$ cat config.mk
export PLATFORM = sky130hd
export DESIGN_NAME = matmul_ctrl_status_reg
export DESIGN_NICKNAME = d
export VERILOG_FILES = /design/src/rtl/matmul_ctrl_status_reg.sv
export SDC_FILE = /design/constraint.sdc
export NUM_CORES = 1
export LEC_CHECK = 0
export ABC_AREA = 1
export BUFFER_PORTS_ARGS = -buffer_cell sky130_fd_sc_hd__buf_2
export CORE_MARGIN = 4
export CORE_UTILIZATION = 40
export DETAILED_ROUTE_END_ITERATION = 6
export GPL_TIMING_DRIVEN = 1
export PLACE_DENSITY = 0.72
export SLEW_MARGIN = 40
export SYNTH_ARGS = -nofsm -noshare
export SYNTH_HDL_FRONTEND = slang
export SYNTH_SLANG_ARGS = --single-unit
$ cat constraint.sdc
create_clock -name clk -period 1.5 [get_ports clk]
set_clock_uncertainty 0.05 [all_clocks]
set_input_delay 0.225 -clock clk [delete_from_list [all_inputs] [get_ports clk]]
set_output_delay 0.225 -clock clk [all_outputs]
set_load 0.03 [all_outputs]
$ cat src/rtl/matmul_ctrl_status_reg.sv
// matmul_ctrl_status_reg: control/status register for the APB matrix engine.
// It latches the control word and checks the N/K/M dimensions against MAX_DIM.
// It issues a one-cycle start pulse and tracks the run through IDLE/RUN/DONE.
// Optional feature macro: CTRL_IRQ_EN. When it is defined, irq_o is a registered
// OR of the sticky flags. When it is undefined, irq_o is tied to 0.
module matmul_ctrl_status_reg #(
    parameter int unsigned DATA_WIDTH = 32,
    parameter int unsigned BUS_WIDTH  = 64,
    parameter int unsigned DIM_W      = 2,
    parameter int unsigned CTRL_W     = 10 + 3 * DIM_W
) (
    input  logic              clk,
    input  logic              reset_ni,
    input  logic              ctrl_wr_en_i,
    input  logic [CTRL_W-1:0] ctrl_wdata_i,
    input  logic              status_clr_i,
    input  logic              engine_done_i,
    output logic              start_o,
    output logic              mode_o,
    output logic [1:0]        write_target_o,
    output logic [1:0]        read_target_o,
    output logic [1:0]        data_flow_o,
    output logic [DIM_W-1:0]  dim_n_o,
    output logic [DIM_W-1:0]  dim_k_o,
    output logic [DIM_W-1:0]  dim_m_o,
    output logic              reload_a_o,
    output logic              reload_b_o,
    output logic [CTRL_W-1:0] ctrl_reg_o,
    output logic [3:0]        status_o,
    output logic              irq_o
);

    localparam int unsigned MAX_DIM = BUS_WIDTH / DATA_WIDTH;
    localparam int unsigned N_LSB   = 8;
    localparam int unsigned K_LSB   = 8 + DIM_W;
    localparam int unsigned M_LSB   = 8 + 2 * DIM_W;
    localparam int unsigned RA_BIT  = 8 + 3 * DIM_W;
    localparam int unsigned RB_BIT  = 9 + 3 * DIM_W;

    typedef enum logic [1:0] {IDLE, RUN, DONE} state_e;

    state_e             state_q, state_d;
    logic [CTRL_W-1:0]  ctrl_q, ctrl_d;
    logic               start_q, start_d;
    logic               done_q, done_d;
    logic               wr_err_q, wr_err_d;
    logic               cfg_err_q, cfg_err_d;

    logic               accepting;
    logic               wr_start;
    logic               dims_ok;
    logic               launch;
    logic               run_done;

    function automatic logic dim_legal(input logic [DIM_W-1:0] v);
        return (v != '0) && (32'(v) <= MAX_DIM);
    endfunction

    assign accepting = (state_q != RUN);
    assign wr_start  = ctrl_wr_en_i & ctrl_wdata_i[0];
    assign dims_ok   = dim_legal(ctrl_wdata_i[N_LSB +: DIM_W])
                     & dim_legal(ctrl_wdata_i[K_LSB +: DIM_W])
                     & dim_legal(ctrl_wdata_i[M_LSB +: DIM_W]);
    assign launch    = accepting & wr_start & dims_ok;
    assign run_done  = (state_q == RUN) & engine_done_i;

    // State register with asynchronous active-low reset
    always_ff @(posedge clk or negedge reset_ni) begin
        if (!reset_ni) state_q <= IDLE;
        else           state_q <= state_d;
    end

    // Next-state: a legal start launches a run, and completion moves RUN to DONE.
    // A clear in DONE returns to IDLE, but a start in the same cycle takes priority.
    always_comb begin
        state_d = state_q;
        case (state_q)
            IDLE:    if (launch) state_d = RUN;
            RUN:     if (engine_done_i) state_d = DONE;
            DONE: begin
                if (launch)            state_d = RUN;
                else if (status_clr_i) state_d = IDLE;
            end
            default: state_d = IDLE;
        endcase
    end

    // Register/flag updates: a clear is applied first so that a same-cycle set wins
    always_comb begin
        ctrl_d    = ctrl_q;
        start_d   = launch;
        done_d    = done_q;
        wr_err_d  = wr_err_q;
        cfg_err_d = cfg_err_q;
        if (status_clr_i) begin
            done_d    = 1'b0;
            wr_err_d  = 1'b0;
            cfg_err_d = 1'b0;
        end
        if (accepting && ctrl_wr_en_i) begin
            if (!ctrl_wdata_i[0] || dims_ok) ctrl_d = ctrl_wdata_i;
            else                             cfg_err_d = 1'b1;
        end
        if (launch) done_d = 1'b0;
        if ((state_q == RUN) && ctrl_wr_en_i) wr_err_d = 1'b1;
        if (run_done) begin
            done_d    = 1'b1;
            ctrl_d[0] = 1'b0;
        end
    end

    // Datapath/status flops with asynchronous active-low reset
    always_ff @(posedge clk or negedge reset_ni) begin
        if (!reset_ni) begin
            ctrl_q    <= '0;
            start_q   <= 1'b0;
            done_q    <= 1'b0;
            wr_err_q  <= 1'b0;
            cfg_err_q <= 1'b0;
        end else begin
            ctrl_q    <= ctrl_d;
            start_q   <= start_d;
            done_q    <= done_d;
            wr_err_q  <= wr_err_d;
            cfg_err_q <= cfg_err_d;
        end
    end

`ifdef CTRL_IRQ_EN
    logic irq_q, irq_d;

    // Interrupt follows the next flag values so it drops together with a clear
    always_comb irq_d = done_d | wr_err_d | cfg_err_d;

    // Interrupt register
    always_ff @(posedge clk or negedge reset_ni) begin
        if (!reset_ni) irq_q <= 1'b0;
        else           irq_q <= irq_d;
    end

    assign irq_o = irq_q;
`else
    assign irq_o = 1'b0;
`endif

    assign start_o        = start_q;
    assign ctrl_reg_o     = ctrl_q;
    assign mode_o         = ctrl_q[1];
    assign write_target_o = ctrl_q[3:2];
    assign read_target_o  = ctrl_q[5:4];
    assign data_flow_o    = ctrl_q[7:6];
    assign dim_n_o        = ctrl_q[N_LSB +: DIM_W];
    assign dim_k_o        = ctrl_q[K_LSB +: DIM_W];
    assign dim_m_o        = ctrl_q[M_LSB +: DIM_W];
    assign reload_a_o     = ctrl_q[RA_BIT];
    assign reload_b_o     = ctrl_q[RB_BIT];
    assign status_o       = {cfg_err_q, wr_err_q, done_q, state_q == RUN};

endmodule
==> results by group, run 1 <==
Min path
  • Hold path cells: 3
  • Class of the tightest hold or removal check: in2reg

Logic synthesis
  • Cell area after technology mapping: 0.00110 mm^2
  • #FFs+latches synth: 22
  • Number of synthesis warnings: 0
  • Count of flip-flops with a built-in enable after synthesis: 0
  • Share of synthesized registers carrying an async set or reset: 1.00
  • Instance count of the mapped netlist: 130
  • Most instantiated flip-flop cell in the synthesis netlist: sky130_fd_sc_hd__dfrtp_1
  • Syn Area/Cell: 8.43 um^2
  • Share of synthesized area occupied by flip-flops and latches: 0.502
  • Distinct cell type count after synthesis: 18
  • Post-Syn Nets: 151

Clock network
  • Sink count of the clock tree: 22
  • Inserted Clock Buffers: 3
  • Clk slew on worst S/H paths: 0.13 ns
  • Root buffer cell: sky130_fd_sc_hd__clkbuf_4
  • Clock network latency to the later pin of the worst-skew pair: 0.31 ns
  • Clock tree from TritonCTS: done
  • H-tree depth: 1
  • Clock Tree Buf Depth: 2

Timing
  • Final critical delay including setup and external delays: 1.41 ns
  • Final worst path period share: 0.938
  • Total count of max-transition violations in the final report: 0
  • Accumulated negative setup slack: 0 ns
  • Number of failing hold endpoints at the final stage: 0
  • Count of final setup violators: 0
  • RSZ-0062 raised after global routing: no
  • Maximum clock frequency: 0.710 GHz

Worst setup path
  • Category of the worst setup path launch point: register
  • Critical Path Fanout Max: 4
  • Minimum setup slack among reg-to-reg paths: 0.15 ns
  • Count of cells along the worst register-to-register path: 6
  • Required time of the critical path: 1.22 ns
  • Critical setup path kind: reg2out
  • Arr. time, crit path: 1.13 ns
  • Sort of element at the end of the critical path: output pin

Drt
  • Via density: 4.71
  • Final Routed Wirelength: 2360 um
  • Pre-antenna DRT Iters: 4
  • Number of design rule violations left after detail routing: 0
  • Post-detailed-route count of antenna-violating nets: 0
  • Vias: 942
  • M1 WL: 1030 um
  • Top routing layer in use: met4
  • First-iteration detailed-routing DRC count: 48
  • Met2 WL post-DR: 1020 um
  • Final routed wire length divided by cell count: 11.8 um
  • Detail Route met3 WL: 268 um

Power and ir drop
  • Peak ir drop on the vdd network: 0.775 mV
  • Power Density: 1340 mW/mm^2
  • Static leakage power: 0.823 nW

Floorplan
  • Die span in y: 60.3 um
  • Rows: 18
  • Horiz. Die Dim: 60.3 um
  • Num ports: 58
  • Core region area: 0.00254 mm^2
  • Die area: 0.00364 mm^2
  • Starting utilization of the core area: 0.431

Final layout
  • Multi-input combinational cell area: 347 um^2
  • ANT cells: 0
  • Sequential cell area: 551 um^2
  • Fraction of layout cells with a size suffix above 1: 0.400
  • Layout-stage area growth over the synthesis result: 21.2%
  • Number of nets in the layout: 192
  • Count of filler cells inserted in the layout: 241
  • Final Instance Area: 0.00133 mm^2

Placed design
  • Global placer's final weighted congestion: 0.756
  • Placed wire-length estimate: 1830 um
  • Total of buffers placed on input and output ports: 56
  • Standard cell area after detailed placement: 0.00126 mm^2

Global route
  • Antenna violations before repair: 0
  • Remaining global-route overflow: 0
  • Wire length of the first global-routing pass: 3750 um
  • Maximum number of pins on one net before global-route repair: 23
  • Total Routing Usage GR: 0.140
  • Via count of the first global-routing pass: 850

Status
  • Run status: finished, final reports clean

Flow run
  • Max cap viols: 0
==> cell type report <==
class                           instances  area share
Multi-Input combinational cell         75       0.261
Clock inverter                          1      0.0226
Sequential cell                        22       0.414
Timing Repair Buffer                   58       0.226
Clock buffer                            3      0.0169
Tap cell                               30      0.0282
Inverter                               11      0.0311
==> sequential cells by signal (all words and copies together), names as in the netlist <==
register / cells
state_q: 2
start_o: 1
done_q: 1
ctrl_reg_o: 16
wr_err_q: 1
cfg_err_q: 1
==> cells in the final DEF, fill, tap and decap left out, drive strengths merged <==
master,instances
a22o,1
and2,1
buf,56
bufinv,1
clkbuf,4
conb,1
dfrtp,22
dlygate4sd3,1
inv,11
nand2,44
nand3,16
nor2,5
o21ai,7
==> cells by family (layout without fill, tap and decap cells) <==
| logic type | after synthesis | after routing | share of synthesized area |
|---|---|---|---|
| compound gates | 8 | 8 | 0.0434 |
| buf+inv | 33 | 73 | 0.188 |
| flops | 22 | 22 | 0.502 |
| other cells | 1 | 1 | 0.00342 |
| simple gates | 66 | 66 | 0.263 |
==> synthesized netlist by cell type, types with 4 or more instances <==
cell type	n	area (um^2)
sky130_fd_sc_hd__nand2_1	42	158
sky130_fd_sc_hd__dfrtp_1	22	551
sky130_fd_sc_hd__nand3_1	15	75.1
sky130_fd_sc_hd__o21ai_0	6	30.0
sky130_fd_sc_hd__nor2_1	4	15.0
sky130_fd_sc_hd__buf_4	20	150
sky130_fd_sc_hd__inv_1	10	37.5
==> per-stage QoR <==
step                      setup slack [ns]  hold slack, ns  std cells  power, mW  utilization
after global routing               0.00268          0.0700        200       1.88        0.522
after detailed placement             0.211           0.168        195       1.34        0.495
after CTS                           0.0496          0.0750        200       1.79        0.519
after floorplan                      0.177          -0.121        130       1.23            -
final                               0.0923          0.0857        200       1.78        0.522
after global placement               0.270           0.158        195       1.33        0.495
==> layer usage <==
metal	vias up	track usage
li1	464	-
met1	422	0.187
met2	49	0.208
met3	7	0.0340
met4	0	0.0759
met5	-	0
==> final timing paths <==
path | from | end
worst min-delay path | ctrl_wdata_i[5] | ctrl_reg_o[5]
worst max register to register | state_q[0] | ctrl_reg_o[8]
worst min register to register | ctrl_reg_o[4] | ctrl_reg_o[4]
worst max-delay path | state_q[1] | status_o[0]
min in group asynchronous | reset_ni | ctrl_reg_o[5]
max in group asynchronous | reset_ni | ctrl_reg_o[13]
==> report_power, final <==
group	internal (mW)	total [mW]	switching, mW
combinational	0.161	0.603	0.442
sequential	0.667	0.718	0.0506
clock	0.270	0.455	0.185
==> critical path: stages, from the launching register on <==
cell and delay (ns):
sky130_fd_sc_hd__dfrtp_1 0.46, sky130_fd_sc_hd__nor2_4 0.16, sky130_fd_sc_hd__clkbuf_4 0.20
==> timing repair <==
| action | CTS | global route |
|---|---|---|
| resized for setup | 0 | 2 |
| endpoints found under the hold margin | 22 | 0 |
| setup endpoints to repair | 0 | 1 |
| buffers inserted | 0 | 0 |
| hold buffers | 1 | 0 |
Power figures use the tool's default switching activity.
==> inputs of run 2 (changes only) <==
Settings changed: ABC_AREA 1 to not set, PLACE_DENSITY 0.72 to 0.73.
==> results by group, run 2 <==
Floorplan
  • Num ports: 58 (unchanged)
  • Horiz. Die Dim: 60.1 um (-0.40%)
  • Rows: 18 (unchanged)
  • Starting utilization of the core area: 0.431 (about the same)
  • Core region area: 0.00252 mm^2 (-0.88%)
  • Die span in y: 60.1 um (-0.40%)
  • Die area: 0.00361 mm^2 (-0.79%)

Drt
  • Final Routed Wirelength: 2020 um (-15%)
  • Post-detailed-route count of antenna-violating nets: 0 (unchanged)
  • Number of design rule violations left after detail routing: 0 (unchanged)
  • Final routed wire length divided by cell count: 12.9 um (+9.6%)
  • Pre-antenna DRT Iters: 2 (-2)
  • Via density: 4.71 (-0.10%)
  • Vias: 734 (-22%)
  • First-iteration detailed-routing DRC count: 9 (-81%)

Min path
  • Hold path cells: 2 (-1)
  • Class of the tightest hold or removal check: in2reg
  • Hold path startpoint: engine_done_i
  • Hold path endpoint: state_q[0]

Worst setup path
  • Sort of element at the end of the critical path: register
  • Arr. time, crit path: 1.59 ns (+0.46 ns)
  • Required time of the critical path: 1.65 ns (+0.43 ns)
  • Count of cells along the worst register-to-register path: 4 (-2)
  • Critical setup path kind: reg2reg
  • Critical Path Fanout Max: 15 (+11)
  • Category of the worst setup path launch point: register
  • Critical register-to-register path startpoint: state_q[1]
  • Endpoint of the lowest-slack register-to-register path: ctrl_reg_o[7]
  • Minimum setup slack among reg-to-reg paths: 0.06 ns (-0.09 ns)

Power and ir drop
  • Static leakage power: 0.730 nW (-11%)
  • Power Internal: 1.23 mW (+12%)
  • Part of the power in the clock network: 0.225 (-0.031)
  • Power Density: 1460 mW/mm^2 (+9.6%)
  • Sequential cell fraction of total power: 0.381 (-0.023)
  • Post-route total power: 1.97 mW (+11%)
  • Comb pwr share: 0.394 (+0.054)
  • Net switching share of the total power: 0.378 (-0.00327)
  • Peak ir drop on the vdd network: 0.806 mV (+4.0%)
  • Net switching power of the design: 746 uW (+10%)

Timing
  • Maximum clock frequency: 0.693 GHz (-2.4%)
  • Count of final setup violators: 0 (unchanged)
  • Final worst path period share: 0.962 (+0.0234)
  • Total count of max-transition violations in the final report: 0 (unchanged)
  • Final worst hold slack: 0.0669 ns (-0.0188 ns)
  • Number of failing hold endpoints at the final stage: 0 (unchanged)
  • RSZ-0062 raised after global routing: no
  • Accumulated negative setup slack: 0 ns (unchanged)
  • Final critical delay including setup and external delays: 1.44 ns (+0.0351 ns)

Final layout
  • Fraction of layout cells with a size suffix above 1: 0.675 (+0.275)
  • Max FFs per register: 16 (unchanged)
  • Leading cell type in the layout, fill and taps excluded: sky130_fd_sc_hd__buf_2
  • ANT cells: 0 (unchanged)
  • Layout-stage area growth over the synthesis result: 24.0%
  • Number of nets in the layout: 148 (-23%)
  • Highest-count cells in the layout ignoring fill and taps: sky130_fd_sc_hd__buf_2 (55), sky130_fd_sc_hd__dfrtp_1 (22), sky130_fd_sc_hd__mux2_4 (11), sky130_fd_sc_hd__mux2_2 (4)
  • Count of filler cells inserted in the layout: 246 (+2.1%)

Logic synthesis
  • Top cell type's share of synthesized area: 0.507 (+0.00463)
  • Count of flip-flops with a built-in enable after synthesis: 0 (unchanged)
  • Share of synthesized registers carrying an async set or reset: 1.00 (unchanged)
  • Instance count of the mapped netlist: 82 (-37%)
  • Synth cell count leaders: sky130_fd_sc_hd__dfrtp_1 (22), sky130_fd_sc_hd__buf_4 (19), sky130_fd_sc_hd__mux2_4 (10)
  • Post-Syn Nets: 103 (-32%)
  • Number of synthesis warnings: 0 (unchanged)
  • Top cells by area in the synthesized netlist: sky130_fd_sc_hd__dfrtp_1 (51%), sky130_fd_sc_hd__mux2_4 (14%), sky130_fd_sc_hd__buf_4 (13%)
  • Most frequent cell after synthesis: sky130_fd_sc_hd__dfrtp_1
  • Largest area contributor in the netlist: sky130_fd_sc_hd__dfrtp_1
  • Share of synthesized area occupied by flip-flops and latches: 0.507 (+0.00463)
  • #FFs+latches synth: 22 (unchanged)
  • Cell area after technology mapping: 0.00109 mm^2 (-0.91%)
  • Distinct cell type count after synthesis: 21 (+3)
  • Most instantiated flip-flop cell in the synthesis netlist: sky130_fd_sc_hd__dfrtp_1
  • Syn Area/Cell: 13.2 um^2 (+57%)

Global route
  • Maximum number of pins on one net before global-route repair: 23 (unchanged)
  • Wire length of the first global-routing pass: 3230 um (-14%)
  • Antenna violations before repair: 0 (unchanged)
  • Total Routing Usage GR: 0.122 (-0.0175)
  • Via count of the first global-routing pass: 753 (-11%)
  • Remaining global-route overflow: 0 (unchanged)

Placed design
  • Global placer's final weighted congestion: 0.670 (-11%)
  • Total of buffers placed on input and output ports: 56 (unchanged)
  • Placed wire-length estimate: 1640 um (-10%)

Flow run
  • Max cap viols: 0 (unchanged)

Clock network
  • Sink count of the clock tree: 22 (unchanged)
  • Inserted Clock Buffers: 3 (unchanged)
  • Root buffer cell: sky130_fd_sc_hd__clkbuf_4
  • Clock Tree Buf Depth: 2 (unchanged)
  • H-tree depth: 1 (unchanged)
  • Clock tree from TritonCTS: done
  • Clk slew on worst S/H paths: 0.12 ns (about the same)
  • Clock network latency to the later pin of the worst-skew pair: 0.30 ns (about the same)

Status
  • Run status: finished, final reports clean
-- run 2: how the worst max path moves through the flow --
stage                                start              to  slack, ns  depth (start not counted)
after detailed placement  ctrl_wdata_i[12]  ctrl_reg_o[12]      -0.04                          5
after global routing            state_q[1]   ctrl_reg_o[2]      0.001                          4
after floorplan                 state_q[0]  ctrl_reg_o[10]        0.1                          5
final                           state_q[1]   ctrl_reg_o[7]       0.06                          4
after CTS                       state_q[1]   ctrl_reg_o[9]       0.01                          4
after global placement    ctrl_wdata_i[12]   ctrl_reg_o[4]     -0.005                          5
-- run 2: layout make-up --
cell class                 count  area [um^2]  area share
multi-input combinational     36          369       0.274
tap                           30         37.5      0.0279
clock inverter                 1         30.0      0.0223
timing repair buffer          60          319       0.237
sequential                    22          551       0.409
clock buffer                   3         22.5      0.0167
inverter                       4         17.5      0.0130
-- run 2: cell families after synthesis --
family,synth area share
xor+xnor,0.0311
simple gates,0.0495
flops,0.507
other cells,0.00345
mux,0.190
buf+inv,0.164
compound gates,0.0553
-- run 2: repair_timing --
action	4_1_cts	5_1_grt
hold buffers	1	0
pin swaps	0	0
endpoints found under the hold margin	22	0
gates resized for setup	3	3
endpoints found under the setup margin	1	6
setup buffers	0	1
-- run 2: power by group through the flow --
| stage | Sequential (mW) | Combinational [mW] | Clock (mW) |
|---|---|---|---|
| floorplan | 0.931 | 0.486 | 0 |
| CTS | 0.753 | 0.779 | 0.462 |
| detailed placement | 0.765 | 0.772 | 0 |
| finish | 0.750 | 0.777 | 0.444 |
| global placement | 0.757 | 0.768 | 0 |
| global route | 0.768 | 0.819 | 0.495 |
-- run 2: routing by layer --
layer	global-route usage	up-vias	wire, um
li1	-	344	-
met1	0.147	348	826
met2	0.201	38	928
met3	0.0346	4	230
met4	0.0570	0	33
met5	0	-	0
-- run 2: metrics by stage --
step / worst slack [ns] / util / cell area, um^2 / cells
global placement: -0.00516 / 0.498 / 1260 / 150
floorplan: 0.0954 / - / 1090 / 82
global route: 0.00138 / 0.534 / 1350 / 156
CTS: 0.0122 / 0.525 / 1330 / 155
finish: 0.0572 / 0.534 / 1350 / 156
detailed placement: -0.0393 / 0.498 / 1260 / 150
-- run 2: worst max-delay path, cell delays in order (launching register included) --
cell,delay (ns)
sky130_fd_sc_hd__dfrtp_1,0.40
sky130_fd_sc_hd__nand2b_4,0.14
sky130_fd_sc_hd__nand2_1,0.12
sky130_fd_sc_hd__a21o_4,0.26
sky130_fd_sc_hd__mux2_2,0.37
